`src/rtl/exp5_unidade_controle.sv`:
```
// rtl/exp5_unidade_controle.sv - Moore control unit for the memory-game datapath
// Walks the memory one address per move; ends in acertou, errou or timeout.
module exp5_unidade_controle #(
    parameter int TIMEOUT = 5000
) (
    input  logic       clock,
    input  logic       reset,
    input  logic       iniciar,
    input  logic       jogada,
    input  logic       igual,
    input  logic       fimC,
    output logic       zeraC,
    output logic       contaC,
    output logic       zeraR,
    output logic       registraR,
    output logic       pronto,
    output logic       acertou,
    output logic       errou,
    output logic       timeout,
    output logic [3:0] db_estado
);
    localparam int CW = $clog2(TIMEOUT);
    localparam logic [CW-1:0] TEMPO_ULTIMO = CW'(TIMEOUT - 1);

    typedef enum logic [3:0] {
        INICIAL     = 4'h0,
        PREPARA     = 4'h1,
        ESPERA      = 4'h2,
        REGISTRA    = 4'h4,
        COMPARA     = 4'h5,
        PROXIMO     = 4'h6,
        FIM_ACERTOU = 4'hA,
        FIM_TIMEOUT = 4'hD,
        FIM_ERROU   = 4'hE
    } estado_t;

    estado_t       estado;
    estado_t       proximo;
    logic [CW-1:0] cont_tempo;
    logic          fim_tempo;

    assign fim_tempo = (cont_tempo == TEMPO_ULTIMO);
    assign db_estado = estado;

    // A jogada in the same cycle as the timeout wins.
    always_comb begin
        proximo = INICIAL;
        case (estado)
            INICIAL:     proximo = iniciar ? PREPARA : INICIAL;
            PREPARA:     proximo = ESPERA;
            ESPERA: begin
                if (jogada)         proximo = REGISTRA;
                else if (fim_tempo) proximo = FIM_TIMEOUT;
                else                proximo = ESPERA;
            end
            REGISTRA:    proximo = COMPARA;
            COMPARA: begin
                if (!igual)    proximo = FIM_ERROU;
                else if (fimC) proximo = FIM_ACERTOU;
                else           proximo = PROXIMO;
            end
            PROXIMO:     proximo = ESPERA;
            FIM_ACERTOU: proximo = iniciar ? PREPARA : FIM_ACERTOU;
            FIM_ERROU:   proximo = iniciar ? PREPARA : FIM_ERROU;
            FIM_TIMEOUT: proximo = iniciar ? PREPARA : FIM_TIMEOUT;
            default:     proximo = INICIAL;
        endcase
    end

    // Outputs are registered from the next state so they line up with the state they belong to.
    always_ff @(posedge clock) begin
        if (reset) begin
            estado     <= INICIAL;
            cont_tempo <= '0;
            zeraC      <= 1'b0;
            contaC     <= 1'b0;
            zeraR      <= 1'b0;
            registraR  <= 1'b0;
            pronto     <= 1'b0;
            acertou    <= 1'b0;
            errou      <= 1'b0;
            timeout    <= 1'b0;
        end else begin
            estado <= proximo;
            if (estado == ESPERA && !jogada && !fim_tempo)
                cont_tempo <= cont_tempo + 1'b1;
            else
                cont_tempo <= '0;
            zeraC     <= (proximo == PREPARA);
            zeraR     <= (proximo == PREPARA);
            contaC    <= (proximo == PROXIMO);
            registraR <= (proximo == REGISTRA);
            pronto    <= (proximo == FIM_ACERTOU) || (proximo == FIM_ERROU) || (proximo == FIM_TIMEOUT);
            acertou   <= (proximo == FIM_ACERTOU);
            errou     <= (proximo == FIM_ERROU) || (proximo == FIM_TIMEOUT);
            timeout   <= (proximo == FIM_TIMEOUT);
        end
    end
endmodule

```
`config.mk`:
```
export PLATFORM = sky130hd
export DESIGN_NAME = exp5_unidade_controle
export DESIGN_NICKNAME = d
export VERILOG_FILES = /design/src/rtl/exp5_unidade_controle.sv
export SDC_FILE = /design/constraint.sdc
export NUM_CORES = 1
export LEC_CHECK = 0
export CORE_MARGIN = 2
export CORE_UTILIZATION = 50
export CTS_BUF_LIST = sky130_fd_sc_hd__clkbuf_4
export DETAILED_ROUTE_END_ITERATION = 10
export GPL_TIMING_DRIVEN = 0
export HOLD_SLACK_MARGIN = 0.03
export PLACE_DENSITY = 0.85
export SYNTH_ARGS = -nofsm -noshare
export SYNTH_HDL_FRONTEND = slang
export SYNTH_SLANG_ARGS = --single-unit
```
`constraint.sdc`:
```
create_clock -name clock -period 3.3 [get_ports clock]
set_input_delay 0.495 -clock clock [delete_from_list [all_inputs] [get_ports clock]]
set_output_delay 0.495 -clock clock [all_outputs]
set_load 0.1 [all_outputs]
```
Word-level counts from Yosys, hierarchy flattened
Cells that the tools add are included.

storage, ports and cells
  bits in registers = 24
  bits in writable memories = 0
  memories = 0
  input bits = 6
  latch bits = 0
  ROM bits = 0
  word-level logic and storage cells = 45

operators by class
  divide/modulo/power cells = 0
  muxes and demuxes = 9
  equality and inequality tests = 15
  reductions and logical operators = 10
  multiply operators = 0
  shift operators = 0
  $lt $le $gt $ge = 0
  $add $sub $neg = 1
  bitwise gates (word level) = 1

operators by type and width
  operator               count
  $pmux 4 s8             1
  $mux 4                 7
  $eq 4x4->1 const B     6
  $eq 4x3->1 const B     5
  $add 13x1->13 const B  1
  $eq 13x13->1 const B   1
  $eq 4x1->1 const B     2
  $eq 4x2->1 const B     1
  $logic_not 4->1        1
  $reduce_or 2->1        2
  $logic_or 1x1->1       3
  $logic_and 1x1->1      2
  $logic_not 1->1        2
  $mux 1                 1
  $not 1->1              1

Depth between registers and ports, before layout
  word-level depth = 7
  depth in mapped cells = 6

Worst setup path after synthesis
Ideal clock, no wire load.

  path kind = register -> register
  start point = register estado[2], in the netlist db_estado[2]
  end point = register acertou
  cell stages (with the launch flop) = 6
  arrival time = 2.312 ns
  buffers on the path = 1
  period minus slack after synthesis = 2.399 ns
  slack = 0.901 ns
  data required time = 3.213 ns
  cells stage by stage = dfxtp_1 clkbuf_1 nor2_1 a22o_1 a221oi_2 nor4b_2

between the ends
  longest elaborated chain between the ends = 4
  elaborated cells between the ends (all ways) = 12
  classes of those cells = eq/ne (9); mux (1); reduce/logical (2)

RTL lines
  item                                             line  source
  from (decl)                                      37    estado_t estado;
  from (signal assigned)                           84    estado <= proximo;
  $eq 4x3->1 / $eq 4x1->1 (equally long branches)  48    case (estado)
  $reduce_or 2->1 (no source line)                 n/a
  $pmux 4 s8 (*)                                   48
  $eq 4x4->1 (*)                                   94    acertou <= (proximo == FIM_ACERTOU);
  to (signal assigned)                             94
  to (decl)                                        17    output logic acertou,

Mark *: on every way between the ends. The rest lies on a longest branch, timed or not.
A chain may end at the register's enable or synchronous reset.

Final worst setup path
  start point = register estado[0], in the netlist db_estado[0]
  end point = output db_estado[0]

RTL lines
  item       line  source
  to (decl)  20    output logic [3:0] db_estado

No word-level cell between the ends.

==> results.json <==
{
  "viasPerCell": 5.376,
  "rows": 17,
  "grt_max_degree": 13,
  "grt_first_pass_wirelength_um": 3594,
  "fp.dieH_um": 51.06,
  "cp_top_family": "buffers and inverters",
  "setup_tns_ns": 0,
  "drt_iter0_drc": 11,
  "cts_tree": "done",
  "worstHoldStart": "cont_tempo[0]$_SDFF_PP0_",
  "cpPeakStageDelay_ns": 1.19,
  "postSynth.asyncResetShare": 0,
  "cts_made_buffers": 3,
  "synth_top_cells_by_count": "dfxtp_1 (24), nor2_1 (24), xnor2_1 (8)",
  "cts_buffer_depth": 2,
  "hold_class": "flop to flop",
  "fin_crit_sh": 0.7590,
  "place_congestion": 0.8219,
  "area_growth_pct": 20.56,
  "worstSkewPairLatency_ns": 0.31,
  "antenna_found_initial": 0,
  "grt_usage": 0.1831,
  "leakagePower_nw": 0.4248,
  "start_util": 0.5154,
  "synth_top_area_cell": "dfxtp_1",
  "dpl-instance-area_um2": 1313,
  "ys_ff_latch": 24,
  "ys_warn_count": 0,
  "grt_overflow": 0,
  "yosysSeqAreaShare": 0.4339,
  "outcome": "complete, no violations",
  "finClkSkew_ns": 0.006714,
  "final_layout_size_suffix_gt1_frac": 0.07746,
  "holdBufCountCts": 0,
  "fmax_mhz": 399.3,
  "synth_area_leaders": "dfxtp_1 (43%), nor2_1 (8.1%), xnor2_1 (6.3%), nor3_1 (3.2%), nor4b_2 (2.7%)",
  "met1Wirelength_um": 906,
  "powerDensity_nw_per_um2": 375.4,
  "maxCapViolCount": 0,
  "wire_per_inst_um": 11.65,
  "num_io_pins": 18,
  "routed.top_layer": "met4",
  "drtAntennaViolNets": 0,
  "synthesis.area_um2": 1107,
  "avgSynthCellArea_um2": 9.076,
  "wl_met2_um": 935,
  "slew_violations": 0,
  "start_kind": "flop",
  "rsz0062_at_grt": "false",
  "crit_slowest_cell": "clkdlybuf4s50_1",
  "crit_required_ns": 2.80,
  "core_area_um2": 2148,
  "path_clk_slew_ns": 0.12,
  "min_period_ns": 2.505,
  "synth_enable_flop_cells": 0,
  "finalHoldViolCount": 0,
  "wl_met3_um": 103,
  "crit_buf_inv": 1,
  "ir_drop_uv": 223.5,
  "vias": 914,
  "reg2regPathDepth": 5,
  "grt_pass1_vias": 870,
  "worstMarginPinSlew_ns": 0.9695,
  "r2r_end": "cont_tempo[12]$_SDFF_PP0_",
  "cts_setup_buffers": 0,
  "path_class": "flop to output pin",
  "dp_hpwl_um": 1542,
  "synth_top_flop_cell": "dfxtp_1",
  "hold_depth": 1,
  "root_buffer": "clkbuf_4",
  "wl_um": 1981,
  "antennaDiodeCount": 0,
  "relSlewSlack": 0.3517,
  "nets": 151,
  "critPathLaunch": "db_estado[0]$_SDFF_PP0_",
  "cts_sinks": 24,
  "stdcell_area_um2": 1335,
  "hold_path_end": "cont_tempo[0]$_SDFF_PP0_",
  "endpoint_kind": "output pin",
  "synth_cell_type_count": 38,
  "crit_fanout": 9,
  "drt_first_pass_iters": 4,
  "finalSetupViolCount": 0,
  "drc": 0,
  "portBuffers": 17,
  "netlist_instances": 122,
  "cp.arrival_ns": 2.01,
  "r2r_slack_ns": 1.29,
  "die_area_um2": 2607,
  "cp_cell_sequence": "clkdlybuf4s50_1",
  "synth_nets": 129,
  "r2r_start": "cont_tempo[7]$_SDFF_PP0_",
  "synth_top_area_frac": 0.4339,
  "cts.repair.resized": 0,
  "cts_htree_levels": 1,
  "die_width_um": 51.06
}
[cell type report]
class / instances / area (um2)
flip-flops and latches: 24 / 480.5
multi-input cells: 92 / 599.3
inverters: 2 / 7.507
well taps: 28 / 35.03
clock buffers: 3 / 22.52
repair buffers: 17 / 170.2
plain buffers: 4 / 20.02
fillers: 179 / 813.3
[registers in the layout (all words and copies together), names as in the netlist]
| signal | cells |
|---|---|
| registraR | 1 |
| zeraR | 1 |
| cont_tempo | 13 |
| timeout | 1 |
| acertou | 1 |
| errou | 1 |
| contaC | 1 |
| pronto | 1 |
| db_estado | 4 |
[worst max path at each step]
| stage | end | slack [ns] | cells after the start |
|---|---|---|---|
| after global placement | acertou$_SDFF_PP0_ | 1.10 | 5 |
| after CTS | db_estado[0] | 0.78 | 1 |
| after detailed placement | acertou$_SDFF_PP0_ | 1.10 | 5 |
| final | db_estado[0] | 0.80 | 1 |
| after global routing | db_estado[0] | 0.74 | 1 |
| after floorplan | acertou$_SDFF_PP0_ | 0.90 | 5 |
[stage by stage]
stage	setup slack (ns)	hold slack, ns	util	power, mW	cells
floorplan	0.9010	0.4175	-	0.3655	122
detailed placement	1.103	0.4400	0.6109	0.3879	167
finish	0.7954	0.4546	0.6214	0.5012	170
CTS	0.7836	0.4576	0.6214	0.5078	170
global placement	1.101	0.4287	0.6109	0.3869	167
global route	0.7372	0.4967	0.6214	0.5256	170
[metal layers]
| metal | global-route usage | vias to the layer above |
|---|---|---|
| li1 | - | 469 |
| met1 | 0.2247 | 412 |
| met2 | 0.3052 | 29 |
| met3 | 0.03801 | 4 |
| met4 | 0.08559 | 0 |
| met5 | 0 | - |
[worst reg2reg max path, delay by kind of cell (launching register included)]
family        cells  cell delay [ns]
simple gates      4             1.25
flops             1             0.43
buf+inv           1             0.23
[report_power, final]
part           internal, mW  total [mW]  switching [mW]  leakage [nW]
combinational        0.0263      0.0824          0.0561         0.217
clock                0.0426       0.120          0.0774        0.0138
sequential            0.294       0.299         0.00508         0.194
[cell families after synthesis]
kind of cell    share of synthesized area
flops                              0.4339
compound gates                    0.08926
xor+xnor                          0.08701
fa+ha+maj                         0.01130
buf+inv                           0.02485
simple gates                       0.3537
[cell usage in the layout (no fill, tap or decap), types with 2 or more instances in the layout]
| cell | count |
|---|---|
| nand3b_1 | 2 |
| nand3_1 | 5 |
| inv_1 | 2 |
| a21oi_1 | 3 |
| xnor2_1 | 8 |
| clkdlybuf4s50_1 | 17 |
| nor2b_1 | 4 |
| xor2_1 | 3 |
| nor4b_2 | 2 |
| dfxtp_1 | 24 |
| nand4_1 | 4 |
| nand2_1 | 7 |
| or4b_1 | 2 |
| nor3_1 | 7 |
| nand2b_1 | 2 |
| nor2_1 | 24 |
| clkbuf_4 | 3 |
Note: power is estimated with default switching activity, not from simulation.
